$ cat src/rtl/tuner_ctrl.sv
// Frame scheduler for the tuner pipeline: capture -> FFT -> find_freq -> evaluate.
// Applies a validity window and a stability filter before publishing the note.
module tuner_ctrl #(
  parameter int STABLE_COUNT = 3,
  parameter int MAX_DIFF     = 40,
  parameter int TIMEOUT      = 65535
) (
  input  logic              clk_i,
  input  logic              rst_n_i,
  input  logic              run_i,
  input  logic              go_i,
  output logic              capture_start_o,
  input  logic              capture_done_i,
  output logic              fft_start_o,
  input  logic              fft_done_i,
  output logic              ff_enable_o,
  input  logic              ff_did_find_i,
  input  logic [2:0]        ff_note_i,
  input  logic signed [9:0] ff_difference_i,
  output logic [2:0]        note_out_o,
  output logic signed [9:0] diff_out_o,
  output logic              result_valid_o,
  output logic              locked_o,
  output logic              busy_o,
  output logic              timeout_err_o,
  output logic [1:0]        err_stage_o
);

  typedef enum logic [2:0] {
    IDLE      = 3'd0,
    WAIT_CAP  = 3'd1,
    WAIT_FFT  = 3'd2,
    WAIT_FIND = 3'd3,
    EVAL      = 3'd4
  } state_t;

  localparam logic [15:0] TO_LOAD = 16'(TIMEOUT - 1);
  localparam logic [3:0]  SC      = 4'(STABLE_COUNT);
  localparam logic [10:0] MAXD    = 11'(MAX_DIFF);

  state_t             state_q, state_d;
  logic [15:0]        cnt_q, cnt_d;
  logic               cs_q, cs_d;
  logic               fs_q, fs_d;
  logic               en_q, en_d;
  logic [2:0]         note_q, note_d;
  logic signed [9:0]  diff_q, diff_d;
  logic               rv_q, rv_d;
  logic               locked_q, locked_d;
  logic               busy_q, busy_d;
  logic               terr_q, terr_d;
  logic [1:0]         stage_q, stage_d;
  logic [3:0]         streak_q, streak_d;
  logic [2:0]         lnote_q, lnote_d;
  logic signed [9:0]  ldiff_q, ldiff_d;

  logic               tc;
  logic               abort;
  logic [1:0]         abort_stage;
  logic signed [10:0] diff_ext;
  logic [10:0]        diff_abs;
  logic               valid;

  // Absolute value in 11 bits so that -512 does not wrap back to a negative.
  assign diff_ext = {ldiff_q[9], ldiff_q};
  assign diff_abs = diff_ext[10] ? 11'(-diff_ext) : 11'(diff_ext);
  assign valid    = (ldiff_q != 10'sd511) && (diff_abs <= MAXD);
  assign tc       = (cnt_q == 16'd0);

  always_comb begin
    state_d     = state_q;
    cnt_d       = cnt_q;
    cs_d        = 1'b0;
    fs_d        = 1'b0;
    en_d        = en_q;
    note_d      = note_q;
    diff_d      = diff_q;
    rv_d        = 1'b0;
    locked_d    = locked_q;
    terr_d      = terr_q;
    stage_d     = stage_q;
    streak_d    = streak_q;
    lnote_d     = lnote_q;
    ldiff_d     = ldiff_q;
    abort       = 1'b0;
    abort_stage = 2'd0;

    case (state_q)
      IDLE: begin
        if (run_i || go_i) begin
          cs_d    = 1'b1;
          terr_d  = 1'b0;
          stage_d = 2'd0;
          cnt_d   = TO_LOAD;
          state_d = WAIT_CAP;
        end
      end
      WAIT_CAP: begin
        if (capture_done_i) begin
          fs_d    = 1'b1;
          cnt_d   = TO_LOAD;
          state_d = WAIT_FFT;
        end else if (tc) begin
          abort       = 1'b1;
          abort_stage = 2'd1;
        end else begin
          cnt_d = cnt_q - 16'd1;
        end
      end
      WAIT_FFT: begin
        if (fft_done_i) begin
          en_d    = 1'b1;
          cnt_d   = TO_LOAD;
          state_d = WAIT_FIND;
        end else if (tc) begin
          abort       = 1'b1;
          abort_stage = 2'd2;
        end else begin
          cnt_d = cnt_q - 16'd1;
        end
      end
      WAIT_FIND: begin
        if (ff_did_find_i) begin
          en_d    = 1'b0;
          lnote_d = ff_note_i;
          ldiff_d = ff_difference_i;
          state_d = EVAL;
        end else if (tc) begin
          abort       = 1'b1;
          abort_stage = 2'd3;
        end else begin
          cnt_d = cnt_q - 16'd1;
        end
      end
      EVAL: begin
        if (valid) begin
          note_d = lnote_q;
          diff_d = ldiff_q;
          rv_d   = 1'b1;
          if (lnote_q == note_q) begin
            streak_d = (streak_q >= SC) ? SC : streak_q + 4'd1;
          end else begin
            streak_d = 4'd1;
          end
        end else begin
          streak_d = 4'd0;
        end
        locked_d = (streak_d >= SC);
        if (run_i) begin
          cs_d    = 1'b1;
          cnt_d   = TO_LOAD;
          state_d = WAIT_CAP;
        end else begin
          state_d = IDLE;
        end
      end
      default: state_d = IDLE;
    endcase

    if (abort) begin
      terr_d   = 1'b1;
      stage_d  = abort_stage;
      en_d     = 1'b0;
      streak_d = 4'd0;
      locked_d = 1'b0;
      state_d  = IDLE;
    end
  end

  assign busy_d = (state_d != IDLE);

  always_ff @(posedge clk_i or negedge rst_n_i) begin
    if (!rst_n_i) begin
      state_q  <= IDLE;
      cnt_q    <= 16'd0;
      cs_q     <= 1'b0;
      fs_q     <= 1'b0;
      en_q     <= 1'b0;
      note_q   <= 3'd0;
      diff_q   <= 10'sd0;
      rv_q     <= 1'b0;
      locked_q <= 1'b0;
      busy_q   <= 1'b0;
      terr_q   <= 1'b0;
      stage_q  <= 2'd0;
      streak_q <= 4'd0;
      lnote_q  <= 3'd0;
      ldiff_q  <= 10'sd0;
    end else begin
      state_q  <= state_d;
      cnt_q    <= cnt_d;
      cs_q     <= cs_d;
      fs_q     <= fs_d;
      en_q     <= en_d;
      note_q   <= note_d;
      diff_q   <= diff_d;
      rv_q     <= rv_d;
      locked_q <= locked_d;
      busy_q   <= busy_d;
      terr_q   <= terr_d;
      stage_q  <= stage_d;
      streak_q <= streak_d;
      lnote_q  <= lnote_d;
      ldiff_q  <= ldiff_d;
    end
  end

  assign capture_start_o = cs_q;
  assign fft_start_o     = fs_q;
  assign ff_enable_o     = en_q;
  assign note_out_o      = note_q;
  assign diff_out_o      = diff_q;
  assign result_valid_o  = rv_q;
  assign locked_o        = locked_q;
  assign busy_o          = busy_q;
  assign timeout_err_o   = terr_q;
  assign err_stage_o     = stage_q;

endmodule

$ cat config.mk
export PLATFORM = sky130hd
export DESIGN_NAME = tuner_ctrl
export DESIGN_NICKNAME = d
export VERILOG_FILES = /design/src/rtl/tuner_ctrl.sv
export SDC_FILE = /design/constraint.sdc
export NUM_CORES = 1
export LEC_CHECK = 0
export CAP_MARGIN = 10
export CORE_MARGIN = 5
export CORE_UTILIZATION = 40
export DETAILED_ROUTE_END_ITERATION = 8
export GPL_ROUTABILITY_DRIVEN = 0
export PLACE_DENSITY = 0.67
export SETUP_SLACK_MARGIN = 0.2
export SKIP_CTS_REPAIR_TIMING = 1
export SLEW_MARGIN = 5
export SYNTH_ARGS = -nofsm -noshare
export SYNTH_HDL_FRONTEND = slang
export SYNTH_SLANG_ARGS = --single-unit
$ cat constraint.sdc
create_clock -name clk_i -period 6.8 [get_ports clk_i]
set_input_delay 0.68 -clock clk_i [delete_from_list [all_inputs] [get_ports clk_i]]
set_output_delay 0.68 -clock clk_i [all_outputs]
set_load 0.03 [all_outputs]
==> results.toml, run 1 <==
[setup_path]
crit_top_cell = "a2111oi_4"
crit_fanout = 9
path_cells = "inv_1 > ha_1 > or4b_4 > a2111oi_4 > nor3b_1 > a2111oi_4 > buf_4 > mux2_4"
cpMaxStageDelayCell = "a2111oi_4"
arrival_ns = 3.16
cpPeakStageDelay_ns = 0.56
cp.required_ns = 7.00
rrSetupSlack_ns = 3.84
startpoint_type = "flop"
criticalPathCategory = "flop to flop"
cp-end-kind = "flop"

[detailed_routing]
vias_per_cell = 5.48
drt_wl_total_microns = 6560
wl_per_cell_microns = 15.4
drt-initial-drc-count = 158
dr.pass1.iters = 4
drc = 0
num_vias = 2334
ant_nets = 0

[job]
max_cap_viol_count = 0

[power]
p_per_area_nw_per_um2 = 392
leakagePower_nw = 1.57
max-vdd-ir-drop_mv = 0.197

[timing]
drv_slew = 0
fmax_ghz = 0.338
finalCritPeriodShare_pct = 43.5
rsz0062_at_grt = "false"
hold_ws_ns = 0.464
fin_tns_setup_ns = 0
finClkSkew_ns = 0.0150
relSlewSlack_pct = 47.3
tightest_slew_ns = 0.789
finalSetupViolCount = 0
fin_crit_ns = 2.96
hold_viol = 0

[cts]
htreeDepth = 3
cts_buffer_depth = 2
cts_tree = "yes"
numCtsBuffers = 9
cts.sinks = 58
root_buffer = "clkbuf_8"
insertion_delay_ns = 0.32
clk_pin_slew_worst_paths_ns = 0.06

[global_routing]
grt_usage_pct = 14.4
antenna_found_initial = 0
grt-ovfl-total = 0
grt_pass1_vias = 2204
grt_max_degree = 59
grt_pass1_wl_microns = 11200

[worst_hold_path]
worstHoldPathType = "flop to flop"

[outcome]
status = "complete, no violations"

[floorplanning]
dieWidth_microns = 97.2
core-area_sq_um = 7330
die-area_sq_um = 9440
ios = 42
die_y_microns = 97.2
rows = 31
initial_core_util_pct = 41.4

[cells_and_area]
num_antenna_cells = 0
fillers = 634
drive_above_1_share_pct = 15.9
finalNetCount = 347
area_delta_synth_final_pct = 23.3

[synth]
synth_edf_count = 0
synth-seq-area-share_pct = 47.8
syn_area_per_cell_sq_um = 10.8
synth_flop_cell = "dfrtp_1"
syn_nets = 305
ys_ff_latch = 58
netlist_area_sq_um = 3040
yosysWarnings = 0
syn_inst = 281
async_flop_share_pct = 100
ys_types = 57

[placement]
post-dp-hpwl_microns = 4590
io_buffers = 41
-- metrics by stage --
stage                     worst slack [ns]  power [W]  instances  utilization, %  area, sq um
after floorplan                       4.11   0.000959        281               -         3040
after global placement                3.92    0.00110        411            48.1         3530
after detailed placement              3.85    0.00112        411            48.1         3530
after CTS                             3.85    0.00148        426            51.1         3740
after global routing                  3.66    0.00157        426            51.1         3740
final                                 3.84    0.00147        426            51.1         3740
-- cell usage after synthesis (all sizes together), types with 5 or more instances --
cell | number | area [sq um]
o21ai | 21 | 105
nand3 | 5 | 25.0
a21oi | 6 | 30.0
inv | 17 | 63.8
clkbuf | 11 | 41.3
nand2b | 6 | 37.5
mux2 | 26 | 315
nand2 | 15 | 56.3
nor3 | 12 | 60.1
dfrtp | 58 | 1450
nor2 | 16 | 60.1
nor4 | 6 | 37.5
-- cell usage in the layout, fill, tap and decap left out, types with 5 or more instances in the layout --
cell             synthesis  routed
dfrtp_1                 58      58
inv_1                   17      17
mux2_2                  20      20
nor3_1                  12      12
mux2_4                   6       6
a21oi_1                  6       6
clkdlybuf4s50_1          0      40
o21ai_0                 21      21
clkbuf_8                 0      11
nor2_1                  16      16
nand2_1                 15      15
nand2b_1                 6       6
nand3_1                  5       5
nor4_1                   6       6
-- metal layers --
layer,part of all wire [%],track usage [%],vias up
li1,-,-,1126
met1,49,21.0,1144
met2,44,20.4,57
met3,5.4,3.73,7
met4,0.99,5.51,0
met5,0,0,-
-- critical path: cells and delay by family (launching register included) --
family	cells	cell delay, ns
mux	1	0.31
compound gates	2	0.84
fa+ha+maj	1	0.21
flops	1	0.44
simple gates	2	0.62
buf+inv	2	0.44
-- layout make-up --
class / count / area, sq um / share of cell area, %
inverters: 17 / 63.8 / 1.70
multi-input cells: 193 / 1460 / 39.0
well taps: 99 / 124 / 3.31
flip-flops and latches: 58 / 1450 / 38.8
clock buffers: 13 / 159 / 4.24
clock inverters: 2 / 60.1 / 1.60
repair buffers: 44 / 428 / 11.4
-- power by group --
| part | switching (W) | internal, W | leakage, nW |
|---|---|---|---|
| registers | 0.000121 | 0.000437 | 0.695 |
| logic | 0.000299 | 0.000256 | 0.765 |
| clock network | 0.000129 | 0.000225 | 0.110 |
-- cells by family (layout without fill, tap and decap cells) --
group / count (synthesis) / count (layout) / share of synthesized area (%)
compound gates: 73 / 73 / 18.1
simple gates: 83 / 83 / 15.4
mux: 28 / 28 / 11.4
flops: 58 / 58 / 47.8
fa+ha+maj: 4 / 4 / 1.65
xor+xnor: 5 / 5 / 1.44
buf+inv: 30 / 76 / 4.20
-- path summary, 6_finish.rpt --
path / startpoint / end / cells after the start
worst min-delay path: cnt_q[15]$_DFFE_PN0P_ / cnt_q[15]$_DFFE_PN0P_ / 1
worst max register to register: ldiff_q[0]$_DFFE_PN0P_ / diff_out_o[3]$_DFFE_PN0P_ / 8
max in group asynchronous: rst_n_i / cnt_q[13]$_DFFE_PN0P_ / 2
worst min register to register: cnt_q[15]$_DFFE_PN0P_ / cnt_q[15]$_DFFE_PN0P_ / 1
min in group asynchronous: rst_n_i / ldiff_q[5]$_DFFE_PN0P_ / 2
worst max-delay path: ldiff_q[0]$_DFFE_PN0P_ / diff_out_o[3]$_DFFE_PN0P_ / 8
-- registers in the layout, summed over array words and instances (netlist names), 2 cells and up --
| signal | count |
|---|---|
| streak_q | 4 |
| cnt_q | 16 |
| ldiff_q | 10 |
| diff_out_o | 10 |
| err_stage_o | 2 |
| note_out_o | 3 |
| state_q | 3 |
| lnote_q | 3 |
No activity file was read; power rests on OpenSTA's default activity.
==> run 2, diff against run 1 <==
--- a/config.mk
+++ b/config.mk
@@ -10,7 +10,7 @@
 export CORE_UTILIZATION = 40
 export DETAILED_ROUTE_END_ITERATION = 8
 export GPL_ROUTABILITY_DRIVEN = 0
-export PLACE_DENSITY = 0.67
+export PLACE_DENSITY = 0.7
 export SETUP_SLACK_MARGIN = 0.2
 export SKIP_CTS_REPAIR_TIMING = 1
 export SLEW_MARGIN = 5
==> constraint.sdc (replaced) <==
create_clock -name clk_i -period 2.5 [get_ports clk_i]
set_input_delay 0.25 -clock clk_i [delete_from_list [all_inputs] [get_ports clk_i]]
set_output_delay 0.25 -clock clk_i [all_outputs]
set_load 0.03 [all_outputs]
==> run 2 against run 1 <==
Critical path depth unchanged; largest power group is now combinational logic; largest cell class unchanged; sequential share of layout area fell by 1.8 points; setup slack worse by 3.7 ns; core utilization rose by 2.5 points; clock skew down 0.0043 ns; combinational power increased to 3.2 times the previous value; first-iteration DRC count shrank 1.9%; power grew to 2.8 times the previous value; sequential power increased to 2.6 times the previous value; maximum frequency grew 27%.
==> results.toml, run 2 (synthesis results as in run 1) <==
[cells_and_area]
instances_no_fill = 444
layout_commonest_cell = "dfrtp_1"
multi_input_comb_area_sq_um = 1520
num_antenna_cells = 0
area_delta_synth_final_pct = 29.3
fillers = 629
drive_above_1_share_pct = 24.1
top_register = "cnt_q"
layout_common_cells = "dfrtp_1, clkdlybuf4s50_1, o21ai_0, mux2_2, buf_4"
finalNetCount = 366
seq_area_sq_um = 1450
largest_reg_flops = 16

[detailed_routing]
vias_per_cell = 5.40
drt_wl_total_microns = 7070
ant_nets = 0
dr.pass1.iters = 4
drt-initial-drc-count = 155
drc = 0
wl_per_cell_microns = 15.9
num_vias = 2399

[cts]
cts_buffer_depth = 2
cts_tree = "yes"
root_buffer = "clkbuf_8"
cts.sinks = 58
insertion_delay_ns = 0.34
clk_pin_slew_worst_paths_ns = 0.07
numCtsBuffers = 9
htreeDepth = 3

[power]
leakagePower_nw = 1.66
p_per_area_nw_per_um2 = 1050
max-vdd-ir-drop_mv = 0.489

[placement]
pre_cts_ws_ns = 0.176
post-dp-hpwl_microns = 5100
io_buffers = 41
dp_cells = 427

[timing]
fin_crit_ns = 2.33
fmax_ghz = 0.429
setup_slack_ns = 0.169
relSlewSlack_pct = 62.7
finalSetupViolCount = 0
tightest_slew_ns = 0.560
hold_viol = 0
fin_tns_setup_ns = 0
drv_slew = 0
finClkSkew_ns = 0.0107
finalCritPeriodShare_pct = 93.2
rsz0062_at_grt = "true"

[floorplanning]
dieWidth_microns = 97.2
rows = 31
core-area_sq_um = 7330
die-area_sq_um = 9440
die_y_microns = 97.2
initial_core_util_pct = 41.4
ios = 42

[worst_hold_path]
worstHoldPathType = "input port to asynchronous set/reset pin"

[global_routing]
grt_pass1_wl_microns = 12100
antenna_found_initial = 0
grt_pass1_vias = 2432
grt_max_degree = 27
grt_usage_pct = 15.6
grt-ovfl-total = 0

[setup_path]
cpMaxStageDelayCell = "or4b_4"
cp.required_ns = 2.72
startpoint_type = "flop"
cp-end-kind = "flop"
cp.depth = 8
path_cells = "inv_2 > ha_4 > or4b_4 > a2111oi_4 > nor3b_2 > a2111oi_4 > buf_6 > mux2_2"
crit_fanout = 8
crit_top_cell = "a2111oi_4"
arrival_ns = 2.55
criticalPathCategory = "flop to flop"
reg2regPathDepth = 8
cp.buffers_inverters = 2
path_delay_family = "simple AND/OR/NAND/NOR gates"
cpPeakStageDelay_ns = 0.49

[job]
max_cap_viol_count = 0

[outcome]
status = "complete, no violations"
-- run 2: cell types whose count changed in the layout (fill, tap and decap cells not counted), moves of 2 or more --
cell	previous run	this run
clkinv_2	0	2
nor4bb_2	0	2
inv_1	17	15
buf_6	0	2
clkbuf_1	2	0
buf_4	3	19
nor4bb_1	2	0
-- run 2: stage by stage --
step | cell area (sq um) | hold slack [ns] | power (W) | utilization, %
5_1_grt | 3930 | 0.491 | 0.00439 | 53.6
6_report | 3930 | 0.429 | 0.00413 | 53.6
3_3_place_gp | 3670 | 0.272 | 0.00314 | 50.0
2_1_floorplan | 3070 | -0.0456 | 0.00266 | -
3_5_place_dp | 3670 | 0.274 | 0.00319 | 50.0
4_1_cts | 3860 | -0.0912 | 0.00407 | 52.6
-- run 2: report_power, final --
group	internal (W)	total [W]	switching [W]	leakage (nW)
Combinational	0.000834	0.00179	0.000955	0.865
Sequential	0.00119	0.00147	0.000279	0.695
Clock	0.000500	0.000874	0.000374	0.101
-- run 2: worst paths after layout --
check | from | end | slack, ns
worst max-delay path | ldiff_q[0]$_DFFE_PN0P_ | diff_out_o[5]$_DFFE_PN0P_ | 0.17
worst min-delay path | rst_n_i | ldiff_q[7]$_DFFE_PN0P_ | 0.43
worst max register to register | ldiff_q[0]$_DFFE_PN0P_ | diff_out_o[5]$_DFFE_PN0P_ | 0.17
worst min register to register | cnt_q[15]$_DFFE_PN0P_ | cnt_q[15]$_DFFE_PN0P_ | 0.47
max in group asynchronous | rst_n_i | cnt_q[14]$_DFFE_PN0P_ | 1.40
min in group clk_i | cnt_q[15]$_DFFE_PN0P_ | cnt_q[15]$_DFFE_PN0P_ | 0.47
-- run 2: cell type report --
cell class,instances,area share [%]
tap,99,3.15
inverter,17,1.69
multi-input combinational,193,38.6
clock buffer,11,3.85
sequential,58,36.9
clock inverter,3,1.02
timing repair buffer,63,14.8
-- run 2: layer usage --
layer / global-route usage, % / part of all wire [%] / routed length, microns / up-vias
met4: 4.43 / 1.3 / 89 / 0
met5: 0 / 0 / 0 / -
met2: 24.0 / 46 / 3270 / 51
li1: - / - / - / 1165
met1: 21.9 / 49 / 3450 / 1177
met3: 3.80 / 3.7 / 261 / 6
-- run 2: worst register-to-register path: cells and delay by family, from the launching register on --
| family | cells | cell delay [ns] |
|---|---|---|
| AND/OR/NAND/NOR | 2 | 0.58 |
| buffers and inverters | 2 | 0.29 |
| multiplexers | 1 | 0.34 |
| AO/OA/AOI/OAI | 2 | 0.48 |
| flip-flops | 1 | 0.39 |
| adder cells (fa/ha/maj) | 1 | 0.15 |
==> run 3, diff against run 2 <==
--- a/config.mk
+++ b/config.mk
@@ -5,7 +5,6 @@
 export SDC_FILE = /design/constraint.sdc
 export NUM_CORES = 1
 export LEC_CHECK = 0
-export CAP_MARGIN = 10
 export CORE_MARGIN = 5
 export CORE_UTILIZATION = 40
 export DETAILED_ROUTE_END_ITERATION = 8
==> results of run 3 <==
No change in the layout: final DEF, timing and power equal those of run 2.
